**src/rtl/ftoi_pkg.sv**
```systemverilog
// ftoi_pkg: shared types, constants and helpers for the float-to-integer
// converter.
//   rm_e    - rounding mode encoding as it arrives on in_rm
//   flags_t - exception flags produced alongside each result
//   sat_val - saturation pattern for a given target width, signedness, sign
//             and NaN-ness (right-justified in 64 bits)
package ftoi_pkg;

    typedef enum logic [2:0] {
        RNE = 3'd0,
        RTZ = 3'd1,
        RDN = 3'd2,
        RUP = 3'd3,
        RMM = 3'd4
    } rm_e;

    typedef struct packed {
        logic nv;
        logic nx;
    } flags_t;

    localparam int EXP_BIAS = 127;
    localparam int EXP_NAN  = 255;
    localparam int SIG_W    = 24;

    // NaN always saturates toward the positive end regardless of its sign bit.
    function automatic logic [63:0] sat_val(input int int_w, input logic is_unsigned,
                                            input logic sign, input logic nan);
        logic [63:0] ones;
        logic [63:0] r;
        ones = {64{1'b1}} >> (64 - int_w);
        if (is_unsigned)
            r = (nan | ~sign) ? ones : 64'd0;
        else
            r = (nan | ~sign) ? (ones >> 1) : ~(ones >> 1);
        return r;
    endfunction

endpackage

```
**src/rtl/ftoi_round.sv**
```systemverilog
// ftoi_round: combinational round-increment decision.
//   rm   - rounding mode (codes 5..7 behave as truncation)
//   sign - operand sign
//   lsb  - least significant bit of the truncated integer
//   g    - guard bit (first bit below the integer LSB)
//   st   - sticky bit (OR of all bits below the guard)
//   inc  - 1 when the truncated magnitude must be incremented
module ftoi_round
    import ftoi_pkg::*;
(
    input  logic [2:0] rm,
    input  logic       sign,
    input  logic       lsb,
    input  logic       g,
    input  logic       st,
    output logic       inc
);

    always_comb begin
        inc = 1'b0;
        case (rm)
            RNE:     inc = g & (st | lsb);
            RDN:     inc = sign & (g | st);
            RUP:     inc = ~sign & (g | st);
            RMM:     inc = g;
            default: inc = 1'b0;
        endcase
    end

endmodule

```
**src/rtl/ftoi_pipe.sv**
```systemverilog
// ftoi_pipe: three-stage binary32 to INT_W-bit integer converter.
//   S1 unpacks and aligns the operand, S2 applies the rounding increment,
//   S3 range-checks, negates or saturates and forms the flags.
// Ports:
//   clk, rstn                 - clock (rising edge), async active-low reset
//   in_valid/in_ready         - operand handshake
//   in_x, in_rm, in_unsigned  - operand, rounding mode, target signedness
//   out_valid/out_ready       - result handshake
//   out_y, out_nv, out_nx     - result and invalid/inexact flags
//
// Handshake: a beat moves on a rising edge where valid & ready are both 1.
// The whole pipe advances together when adv = ~out_valid | out_ready, and
// in_ready is adv itself, so it follows out_ready combinationally. While a
// result waits (out_valid & ~out_ready) nothing moves and out_* hold. Empty
// slots are not squeezed out.
module ftoi_pipe
    import ftoi_pkg::*;
#(
    parameter int INT_W = 32
) (
    input  logic             clk,
    input  logic             rstn,
    input  logic             in_valid,
    output logic             in_ready,
    input  logic [31:0]      in_x,
    input  logic [2:0]       in_rm,
    input  logic             in_unsigned,
    output logic             out_valid,
    input  logic             out_ready,
    output logic [INT_W-1:0] out_y,
    output logic             out_nv,
    output logic             out_nx
);

    // Magnitude carries one extra bit so a rounding carry or 2^INT_W is visible.
    localparam int MW = INT_W + 1;

    logic adv;
    assign adv      = ~out_valid | out_ready;
    assign in_ready = adv;

    // ---------------- S1: unpack / align ----------------
    logic              a_sign;
    logic [7:0]        a_exp;
    logic [22:0]       a_man;
    logic [SIG_W-1:0]  a_sig;
    logic signed [9:0] a_ue;
    logic [47:0]       a_frac;
    logic [4:0]        a_rsh;
    logic [6:0]        a_lsh;
    logic [MW-1:0]     a_int;
    logic              a_g, a_st, a_nan, a_inf, a_ovf;

    assign a_sign = in_x[31];
    assign a_exp  = in_x[30:23];
    assign a_man  = in_x[22:0];
    assign a_sig  = {1'b1, a_man};
    assign a_ue   = $signed({2'b00, a_exp}) - $signed(10'(EXP_BIAS));

    always_comb begin
        a_int  = '0;
        a_g    = 1'b0;
        a_st   = 1'b0;
        a_nan  = 1'b0;
        a_inf  = 1'b0;
        a_ovf  = 1'b0;
        a_frac = '0;
        a_rsh  = '0;
        a_lsh  = '0;
        if (a_exp == 8'd0) begin
            a_st = |a_man;
        end else if (a_exp == 8'(EXP_NAN)) begin
            a_nan = |a_man;
            a_inf = ~|a_man;
        end else if (a_ue < 10'sd0) begin
            // Only E = -1 puts the hidden bit in the guard position.
            a_g  = (a_ue == -10'sd1);
            a_st = (a_ue == -10'sd1) ? |a_man : 1'b1;
        end else if (a_ue < 10'sd23) begin
            a_rsh  = 5'(10'sd23 - a_ue);
            a_frac = {a_sig, 24'd0} >> a_rsh;
            a_int  = MW'(a_frac[47:24]);
            a_g    = a_frac[23];
            a_st   = |a_frac[22:0];
        end else if (a_ue >= $signed(10'(INT_W + 1))) begin
            a_ovf = 1'b1;
        end else begin
            a_lsh = 7'(a_ue - 10'sd23);
            a_int = MW'(a_sig) << a_lsh;
        end
    end

    logic          s1_valid, s1_sign, s1_uns, s1_g, s1_st, s1_nan, s1_inf, s1_ovf;
    logic [2:0]    s1_rm;
    logic [MW-1:0] s1_int;

    always_ff @(posedge clk) begin
        if (adv && in_valid) begin
            s1_sign <= a_sign;
            s1_uns  <= in_unsigned;
            s1_rm   <= in_rm;
            s1_int  <= a_int;
            s1_g    <= a_g;
            s1_st   <= a_st;
            s1_nan  <= a_nan;
            s1_inf  <= a_inf;
            s1_ovf  <= a_ovf;
        end
    end

    // ---------------- S2: round ----------------
    logic r_inc;

    ftoi_round u_round (
        .rm   (s1_rm),
        .sign (s1_sign),
        .lsb  (s1_int[0]),
        .g    (s1_g),
        .st   (s1_st),
        .inc  (r_inc)
    );

    logic          s2_valid, s2_sign, s2_uns, s2_inexact, s2_nan, s2_inf, s2_ovf;
    logic [MW-1:0] s2_mag;

    always_ff @(posedge clk) begin
        if (adv && s1_valid) begin
            s2_mag     <= s1_int + MW'(r_inc);
            s2_sign    <= s1_sign;
            s2_uns     <= s1_uns;
            s2_inexact <= s1_g | s1_st;
            s2_nan     <= s1_nan;
            s2_inf     <= s1_inf;
            s2_ovf     <= s1_ovf;
        end
    end

    // ---------------- S3: range check / negate / saturate ----------------
    logic             c_in_range, c_bad;
    logic [INT_W-1:0] c_mag, c_y;
    flags_t           c_flags;

    always_comb begin
        c_in_range = 1'b0;
        case ({s2_uns, s2_sign})
            2'b00:   c_in_range = ~s2_mag[INT_W] & ~s2_mag[INT_W-1];
            2'b01:   c_in_range = ~s2_mag[INT_W] &
                                  (~s2_mag[INT_W-1] | ~|s2_mag[INT_W-2:0]);
            2'b10:   c_in_range = ~s2_mag[INT_W];
            default: c_in_range = ~|s2_mag;
        endcase
        c_bad = s2_nan | s2_inf | s2_ovf | ~c_in_range;
        c_mag = s2_mag[INT_W-1:0];
        if (c_bad) begin
            c_y     = INT_W'(sat_val(INT_W, s2_uns, s2_sign, s2_nan));
            c_flags = '{nv: 1'b1, nx: 1'b0};
        end else begin
            c_y     = s2_sign ? -c_mag : c_mag;
            c_flags = '{nv: 1'b0, nx: s2_inexact};
        end
    end

    flags_t s3_flags;
    logic   s3_valid;

    always_ff @(posedge clk or negedge rstn) begin
        if (!rstn) begin
            s1_valid <= 1'b0;
            s2_valid <= 1'b0;
            s3_valid <= 1'b0;
            out_y    <= '0;
            s3_flags <= '0;
        end else if (adv) begin
            s1_valid <= in_valid;
            s2_valid <= s1_valid;
            s3_valid <= s2_valid;
            if (s2_valid) begin
                out_y    <= c_y;
                s3_flags <= c_flags;
            end
        end
    end

    assign out_valid = s3_valid;
    assign out_nv    = s3_flags.nv;
    assign out_nx    = s3_flags.nx;

endmodule

```
**config.mk**
```make
export PLATFORM = sky130hd
export DESIGN_NAME = ftoi_pipe
export DESIGN_NICKNAME = d
export VERILOG_FILES = /design/src/rtl/ftoi_pkg.sv /design/src/rtl/ftoi_round.sv /design/src/rtl/ftoi_pipe.sv
export SDC_FILE = /design/constraint.sdc
export NUM_CORES = 1
export LEC_CHECK = 0
export BUFFER_PORTS_ARGS = -buffer_cell sky130_fd_sc_hd__buf_2
export CORE_ASPECT_RATIO = 0.8
export CORE_UTILIZATION = 40
export CTS_CLUSTER_DIAMETER = 50
export CTS_CLUSTER_SIZE = 14
export DETAILED_ROUTE_END_ITERATION = 7
export REMOVE_ABC_BUFFERS = 1
export SLEW_MARGIN = 20
export SYNTH_ARGS = -nofsm -noshare
export SYNTH_HDL_FRONTEND = slang
export SYNTH_SLANG_ARGS = --single-unit
```
**constraint.sdc**
```tcl
create_clock -name clk -period 5 [get_ports clk]
set_clock_uncertainty 0.2 [all_clocks]
set_input_delay 1.5 -clock clk [delete_from_list [all_inputs] [get_ports clk]]
set_output_delay 1.5 -clock clk [all_outputs]
set_load 0.05 [all_outputs]
```
==> results of run 1 <==
## sequential cells by signal (all words and copies together) (netlist names)
name,cells
s1_ovf,1
out_y,32
s1_inf,1
out_valid,1
s1_valid,1
s1_sign,1
s1_uns,1
s1_g,1
s2_valid,1
s2_sign,1
s2_inf,1
s1_st,1
out_nv,1
s2_uns,1
s2_nan,1
s1_nan,1
out_nx,1
s2_ovf,1
s1_rm,3
s1_int,33
s2_mag,33
s2_inexact,1
## layer usage
layer	vias up	share of wire, %	wire length [um]
li1	3624	-	-
met1	3532	46	11500
met2	318	44	11000
met3	42	6.5	1620
met4	0	2.8	706
met5	-	0	0
## logic make-up after synthesis
| logic type | Yosys count |
|---|---|
| adders and majority gates | 9 |
| AOI/OAI and AO/OA | 199 |
| muxes | 111 |
| xor gates and xnor gates | 74 |
| and+or+nand+nor | 334 |
| DFF | 119 |
| buffers and inverters | 70 |
## final cells by class
class                   instances  share of cell area, %
multi-input cells             727                   50.6
flip-flops and latches        119                   33.1
repair buffers                109                   6.27
clock buffers                  27                   5.72
well taps                     275                   3.36
inverters                      14                  0.513
clock inverters                 5                  0.488
## synthesized netlist by cell type (all sizes together) (3+ instances only)
cell and count:
nand2 90, nor2 88, edfxtp 82, mux2i 68
xnor2 52, o21ai 45, a21oi 42, dfrtp 37
clkbuf 34, nor3 31, a211oi 29, mux2 25
nand3 24, buf 22, xor2 22, mux4 18
nor4 16, a221o 14, inv 14, nand4 14
o31ai 14, nor2b 11, and3 10, o211ai 10
ha 9, and2 8, or3 8, a22oi 7
nand2b 7, o22ai 7, and4 5, o41ai 5
a311oi 4, nand3b 4, o221a 4, or2 4
or4 4, a31oi 3
## report_power, final
group          internal (uW)  switching, uW
sequential              1310            148
clock                    849            411
combinational            530           1160
## metrics by stage
step,total power [uW],instances,util [%]
floorplan,2670,860,-
global placement,3150,1244,44.5
detailed placement,3150,1244,44.5
CTS,4430,1276,47.4
global route,4620,1276,47.4
finish,4410,1276,47.4
## worst max-delay path: cells and delay by family
| family | cells | cell delay (ns) |
|---|---|---|
| adder cells (fa/ha/maj) | 1 | 0.45 |
| AO/OA/AOI/OAI | 2 | 0.48 |
| buffers and inverters | 3 | 0.67 |
| AND/OR/NAND/NOR | 2 | 0.41 |
| multiplexers | 3 | 0.79 |
## final timing paths
kind | start | to | slack, ns | cells after the start
worst max-delay path | in_x[23] | s1_st | 0.66 | 11
worst min-delay path | s1_uns | s2_uns | 0.23 | 0
worst max register to register | s1_st | s2_mag[32] | 1.66 | 11
worst min register to register | s1_uns | s2_uns | 0.23 | 0
max in group asynchronous | rstn | out_y[12] | 3.11 | 1
min in group asynchronous | rstn | out_y[30] | 0.97 | 1
==> reports/metrics.yaml, run 1 <==
clock_sinks: 119
gp_congestion: 0.960
route.detailed.drc: 0
design.core.area_um2: 21600
max_freq_ghz: 0.231
slew_headroom_pct: 37.2
setup_viol: 0
worstHoldPathType: "flop to flop"
critical_path.cell_chain: "buf_2, inv_1, ha_2, buf_4, mux2_2, mux2i_1, mux2i_1, o22a_1, nor4_1, nand4_1, a31o_1"
synth_async_sr_flop_share_pct: 31.1
synth_ff_type: "edfxtp_1"
synth-simple-area-share_pct: 18.7
die_area_um2: 22700
max_stage_delay_ns: 0.45
grt_usage_pct: 22.2
synth_mux_area_share_pct: 15.5
arrival_ns: 4.30
portBuffers: 75
drv_cap: 0
rsz0062_at_grt: "no"
post_cts_buffers: 0
final_area_um2: 10300
area_growth_pct: 15.8
status: "completed"
fillers: 2068
final_nets: 1037
worst-setup-path-type: "input port to flop"
place_ws_ns: 0.286
diodes: 0
drtPass1Iterations: 5
top_usage_layer: "met2"
grt_pass1_wl_mm: 38.5
synth-xor-area-share_pct: 7.53
multi_input_area_um2: 5190
final_cell_mix: "nand2_1 (87), nor2_1 (87), edfxtp_1 (82)"
netlist_instances: 916
worst_slack_ns: 0.664
row_count: 48
synth.ff_latch_count: 119
ir_worst_vdd_v: 0.000241
hold_ws_ns: 0.231
numCtsBuffers: 17
routed-via-count: 7516
yosysWarnings: 0
critPathMaxFanout: 21
netlist_area_um2: 8850
drive_gt1_share_pct: 20.6
period_minus_slack_ns: 4.34
grt_overflow: 0
leakage_uw: 0.00387
seq_area_um2: 3390
antenna_found_initial: 0
cts_resized: 0
dieHeight_um: 135
groute.layer.met1.usage_pct: 31.5
power-per-cell-area_nw_per_um2: 430
place_area_um2: 9610
crit_slowest_cell: "ha_2"
via_per_inst: 5.89
hold_buffers: 0
setup.worst_path.end_class: "flop"
netlist_top_cells_area: "edfxtp_1 (28%), dfrtp_1 (10%), mux2i_1 (7.7%)"
dpl.hpwl_mm: 19.0
clk_pin_slew_worst_paths_ns: 0.06
clock-root-buffer: "clkbuf_16"
worstMarginPinSlew_ns: 0.936
die_w_um: 168
synth_top_family_by_area: "simple AND/OR/NAND/NOR gates"
finalHoldViolCount: 0
period_share_pct: 86.7
synth_edf_count: 82
htreeDepth: 4
drt_iter0_drc: 612
drt.antenna.violating_nets: 0
setup.worst_path.start_class: "input port"
ys_types: 69
wl_per_cell_um: 19.5
grt_pass1_vias: 6746
synth_compound_area_share_pct: 15.4
tns_ns: 0
yosysTopAreaCell: "edfxtp_1"
grt_use_met3_pct: 4.19
cts_tree: "done"
ys_seq_area_share_pct: 38.3
critical_path.most_common_cell: "mux2i_1"
grt_use_met2_pct: 33.2
wirelength_mm: 24.9
slew_viol_final: 0
ios: 76
worstSkewPairLatency_ns: 0.41
grt_max_degree: 44
cts_buffer_depth: 2
floorplan.initialDensity_pct: 40.9
synthAdderAreaFrac_pct: 1.27
syn_avg_cell_area_um2: 9.66
cp.required_ns: 4.97
netlist.area_leader.share_pct: 27.8
Power figures use the tool's default switching activity.
==> run 2, diff against run 1 <==
--- a/config.mk
+++ b/config.mk
@@ -9,3 +9,3 @@
 export CORE_ASPECT_RATIO = 0.8
-export CORE_UTILIZATION = 40
+export CORE_UTILIZATION = 45
 export CTS_CLUSTER_DIAMETER = 50
==> constraint.sdc (replaced) <==
create_clock -name clk -period 5 [get_ports clk]
set_clock_uncertainty 0.2 [all_clocks]
set_input_delay 0.25 -clock clk [delete_from_list [all_inputs] [get_ports clk]]
set_output_delay 0.25 -clock clk [all_outputs]
set_load 0.05 [all_outputs]
==> run 2 against run 1 <==
  * Worst hold slack lost 0.16 ns
  * Utilization grew 6.0 points
  * Global-route usage grew 3.5 points
  * Critical endpoint unchanged
  * Largest cell class unchanged
==> reports/metrics.yaml, run 2 (synthesis results as in run 1) <==
hold_buffers: 7  # +7
grt_usage_pct: 25.7  # +3.5 points
row_count: 45  # -6.3%
grt_pass1_wl_mm: 40.1  # +4.0%
slew_headroom_pct: 31.2  # -6.0 points
worstHoldPathType: "input port to flop"
grt_max_degree: 49  # +11%
ios: 76  # unchanged
setup.worst_path.start_class: "input port"
fin_util_pct: 53.4  # +6.0 points
arrival_ns: 3.53  # -0.77 ns
die_w_um: 159  # -5.6%
wl_per_cell_um: 20.2  # +3.8%
cts_tree: "done"
leakage_uw: 0.00384  # -0.63%
clock_sinks: 119  # unchanged
worstMarginPinSlew_ns: 1.03  # +0.0967 ns
setup.worst_path.end_class: "flop"
setup_viol: 0  # unchanged
max_freq_ghz: 0.280  # +22%
worst-setup-path-type: "input port to flop"
clk_pin_slew_worst_paths_ns: 0.06  # about the same
clock-root-buffer: "clkbuf_16"
route.detailed.drc: 0  # unchanged
fin_cells: 1257  # -1.5%
drtPass1Iterations: 7  # +2
drt_iter0_drc: 866  # +42%
antenna_found_initial: 0  # unchanged
final_cell_mix: "nand2_1 (87), nor2_1 (87), edfxtp_1 (82)"
worstSkewPairLatency_ns: 0.41  # about the same
crit_slowest_cell: "ha_2"
via_per_inst: 6.08  # +3.2%
path_buf_inv: 3  # unchanged
total_power_uw: 4440  # +0.66%
post_cts_buffers: 0  # unchanged
area_growth_pct: 15.4
reg2reg_slack_ns: 1.44  # -0.22 ns
dpl.hpwl_mm: 19.3  # +1.5%
path_depth: 11  # unchanged
finalHoldViolCount: 0  # unchanged
cts_buffer_depth: 2  # unchanged
final_nets: 1035  # -0.19%
period_share_pct: 71.3  # -15 points
floorplan.initialDensity_pct: 46.2  # +5.3 points
rsz0062_at_grt: "no"
reg2reg_to: "out_y[19]"
slew_viol_final: 0  # unchanged
diodes: 0  # unchanged
cts_resized: 0  # unchanged
cp.required_ns: 4.96  # about the same
hold_end: "out_valid"
placedCellCount: 1218  # -2.1%
dieHeight_um: 127  # -5.6%
numCtsBuffers: 17  # unchanged
top_regs: "s1_int: 33 flops, s2_mag: 33 flops, out_y: 32 flops"
die_area_um2: 20200  # -11%
drt.antenna.violating_nets: 0  # unchanged
drive_gt1_share_pct: 19.4  # -1.2 points
grt_overflow: 0  # unchanged
wirelength_mm: 25.4  # +2.3%
min_path_cells: 3  # +3
max_stage_delay_ns: 0.65  # +0.20 ns
portBuffers: 75  # unchanged
routed-via-count: 7639  # +1.6%
critPathMaxFanout: 20  # -4.8%
htreeDepth: 4  # unchanged
design.core.area_um2: 19100  # -11%
power-per-cell-area_nw_per_um2: 434  # +0.98%
crit_family: "multiplexers"
critical_path.most_common_cell: "nand4_1"
period_minus_slack_ns: 3.57  # -0.770 ns
rr_worst_depth: 8  # -3
ir_worst_vdd_v: 0.000316  # +31%
critical_path.cell_chain: "buf_2, inv_1, ha_2, buf_4, mux2_2, mux4_1, a211oi_1, nand4_1, o31ai_1, nand4_1, a31o_1"
grt_pass1_vias: 6871  # +1.9%
status: "completed"
r2r_start: "s2_mag[10]"
gp_congestion: 0.960  # about the same
worstHoldStart: "out_ready"
drv_cap: 0  # unchanged
[run 2: cell type report]
type,instances,area [um^2]
well taps,258,323
multi-input cells,727,5180
flip-flops and latches,119,3390
inverters,14,52.6
repair buffers,107,633
clock inverters,4,46.3
clock buffers,28,592
fillers,1743,8920
[run 2: per-layer routing]
metal | GRT usage (%) | share of wire [%] | up-vias | wire length (um)
li1 | - | - | 3610 | -
met4 | 6.17 | 1.4 | 0 | 361
met2 | 36.2 | 41 | 309 | 10500
met5 | 0 | 0 | - | 0
met3 | 5.49 | 8.8 | 31 | 2240
met1 | 39.6 | 49 | 3689 | 12400
[run 2: how the worst max path moves through the flow]
stage / startpoint / to
after detailed placement: in_x[23] / s1_st
after global routing: s2_mag[7] / out_y[17]
after CTS: s2_mag[10] / out_y[17]
final: in_x[23] / s1_st
after floorplan: in_x[23] / s1_int[19]
after global placement: in_x[23] / s1_st
[run 2: metrics by stage]
| step | TNS (ns) | worst slack, ns | cell area (um^2) | hold WS (ns) |
|---|---|---|---|---|
| 2_1_floorplan | -3.88 | -0.286 | 8610 | -0.246 |
| 3_3_place_gp | 0 | 1.12 | 9510 | 0.198 |
| 3_5_place_dp | 0 | 1.08 | 9510 | 0.189 |
| 4_1_cts | 0 | 1.48 | 10200 | 0.0709 |
| 5_1_grt | 0 | 1.18 | 10200 | 0.0908 |
| 6_report | 0 | 1.43 | 10200 | 0.0724 |
[run 2: worst reg2reg max path, cell delays in order (launching register included)]
cell and delay, ns:
edfxtp_1 0.48, nor4_1 0.41, nand4_1 0.23, nor3_1 0.51
a41oi_1 0.21, o211ai_1 0.65, nor3_1 0.25, buf_4 0.24
a221o_1 0.26
[run 2: power breakdown]
group	leakage, uW	total (uW)	switching [uW]	internal [uW]
clock network	0.000318	1280	427	856
registers	0.00121	1460	152	1310
logic	0.00232	1690	1160	525
==> run 3, diff against run 2 <==
Clock period 5 ns to 3.3 ns, I/O delays scaled along.
==> run 3 against run 2 <==
  * Sequential power is 52% higher
  * Cell count is 4.1% higher
  * Count of clock-buffer cells in the layout is 11 lower
  * Utilization is 2.1 points higher
  * Total power is 50% higher
  * Design area is 3.9% higher
  * Clock power is 39% higher
  * Combinational power is 59% higher
==> reports/metrics.yaml, run 3 (synthesis results as in run 1) <==
period_minus_slack_ns: 3.07
rr_worst_depth: 9  # +1
setup.worst_path.start_class: "flop"
wirelength_mm: 26.2  # +3.2%
dpl.hpwl_mm: 20.3  # +5.1%
dieHeight_um: 127  # unchanged
fin_util_pct: 55.5  # +2.1 points
grt_pass1_vias: 7254  # +5.6%
power-per-cell-area_nw_per_um2: 628  # +45%
cts_resized: 0  # unchanged
area_growth_pct: 20.0
grt_overflow: 0  # unchanged
crit_slowest_cell: "edfxtp_1"
critPathMaxFanout: 8  # -60%
seq_area_um2: 3390  # unchanged
final_cell_mix: "nand2_1 (87), nor2_1 (87), edfxtp_1 (82)"
grt_max_degree: 44  # -10%
htreeDepth: 4  # unchanged
fin_cells: 1309  # +4.1%
wl_per_cell_um: 20.0  # -0.89%
slew_viol_final: 0  # unchanged
critical_path.cell_chain: "nor3_1, nand3_1, nor3_1, buf_4, a41oi_1, o211ai_1, nor3_1, buf_4, a221o_1"
reg2reg_to: "out_y[17]"
worstSkewPairLatency_ns: 0.42  # about the same
drtPass1Iterations: 5  # -2
grt_usage_pct: 26.4  # +0.67 points
final_area_um2: 10600  # +3.9%
drive_gt1_share_pct: 23.4  # +4.0 points
multi_input_area_um2: 5180  # unchanged
drt.antenna.violating_nets: 0  # unchanged
cp.required_ns: 3.39  # -1.57 ns
worstMarginPinSlew_ns: 1.04  # +0.00702 ns
cts_tree: "done"
routed-via-count: 7817  # +2.3%
placedCellCount: 1267  # +4.0%
reg2reg_slack_ns: 0.23  # -1.21 ns
setup_viol: 0  # unchanged
via_per_inst: 5.97  # -1.7%
place_area_um2: 9950  # +4.7%
floorplan.initialDensity_pct: 46.2  # unchanged
worst-setup-path-type: "flop to flop"
arrival_ns: 3.16  # -0.37 ns
cts_buffer_depth: 2  # unchanged
tns_ns: 0  # unchanged
worstHoldPathType: "input port to asynchronous set/reset pin"
r2r_start: "s2_mag[2]"
total_power_uw: 6670  # +50%
setup.worst_path.end_class: "flop"
finalHoldViolCount: 0  # unchanged
leakage_uw: 0.00407  # +5.9%
clock_sinks: 119  # unchanged
post_cts_buffers: 0  # unchanged
fillers: 1756  # +0.75%
row_count: 45  # unchanged
drv_cap: 0  # unchanged
route.detailed.drc: 0  # unchanged
status: "completed"
max_freq_ghz: 0.325
antenna_found_initial: 0  # unchanged
critical_path.most_common_cell: "nor3_1"
grt_pass1_wl_mm: 40.9  # +2.2%
drt_iter0_drc: 883  # +2.0%
ios: 76  # unchanged
design.core.area_um2: 19100  # unchanged
die_area_um2: 20200  # unchanged
final_nets: 1086  # +4.9%
clock-root-buffer: "clkbuf_16"
gp_congestion: 0.926  # -3.5%
numCtsBuffers: 17  # unchanged
max_stage_delay_ns: 0.44  # -0.21 ns
clk_pin_slew_worst_paths_ns: 0.06  # about the same
portBuffers: 75  # unchanged
die_w_um: 159  # unchanged
rsz0062_at_grt: "no"
period_share_pct: 93.1
top_regs: "s1_int: 33 flops, s2_mag: 33 flops, out_y: 32 flops"
ir_worst_vdd_v: 0.000448  # +42%
slew_headroom_pct: 30.2  # -0.97 points
==> run 3: how the worst max path moves through the flow <==
stage                         start    endpoint  slack [ns]  depth (start not counted)
after floorplan            in_x[23]  s1_int[19]       -1.90                          9
after global placement     in_x[23]  s1_int[27]        0.08                          9
after detailed placement   in_x[24]       s1_st        0.08                         10
after CTS                 s2_mag[2]   out_y[19]        0.23                          9
after global routing      s2_mag[2]   out_y[17]        0.06                          9
final                     s2_mag[2]   out_y[17]        0.23                          9
==> run 3: worst max-delay path, delay by kind of cell (launching register included) <==
| kind | cells | cell delay (ns) |
|---|---|---|
| buf+inv | 2 | 0.38 |
| simple gates | 4 | 1.16 |
| flops | 1 | 0.44 |
| compound gates | 3 | 0.77 |
==> run 3: per-stage QoR <==
step	hold slack [ns]	setup WS, ns
after global routing	0.232	0.0640
after detailed placement	0.105	0.0813
after global placement	0.111	0.0812
final	0.184	0.227
after CTS	0.185	0.228
after floorplan	-0.331	-1.90
==> run 3: per-layer routing <==
layer	wire, um	up-vias	part of all wire (%)	track usage (%)
met5	0	-	0	0
met4	212	0	0.81	5.37
met3	2070	17	7.9	7.01
met2	10900	277	41	36.5
met1	13100	3804	50	40.6
li1	-	3719	-	-
==> run 3: area by class of cell <==
class                   instances  area share, %
well taps                     258           3.04
clock buffers                  17           4.01
repair buffers                158           10.3
inverters                      14          0.495
clock inverters                15           1.39
multi-input cells             727           48.8
flip-flops and latches        119           31.9
diodes                          1         0.0236
==> run 3: repair_timing <==
item	4_1_cts	5_1_grt
endpoints found under the hold margin	46	0
setup endpoints to repair	0	0
hold buffers	9	0
==> run 3: power by group <==
part | switching, uW | internal, uW | leakage (uW)
Combinational | 1790 | 883 | 0.00259
Sequential | 229 | 1990 | 0.00121
Clock | 725 | 1050 | 0.000272
Total | 2750 | 3920 | 0.00407
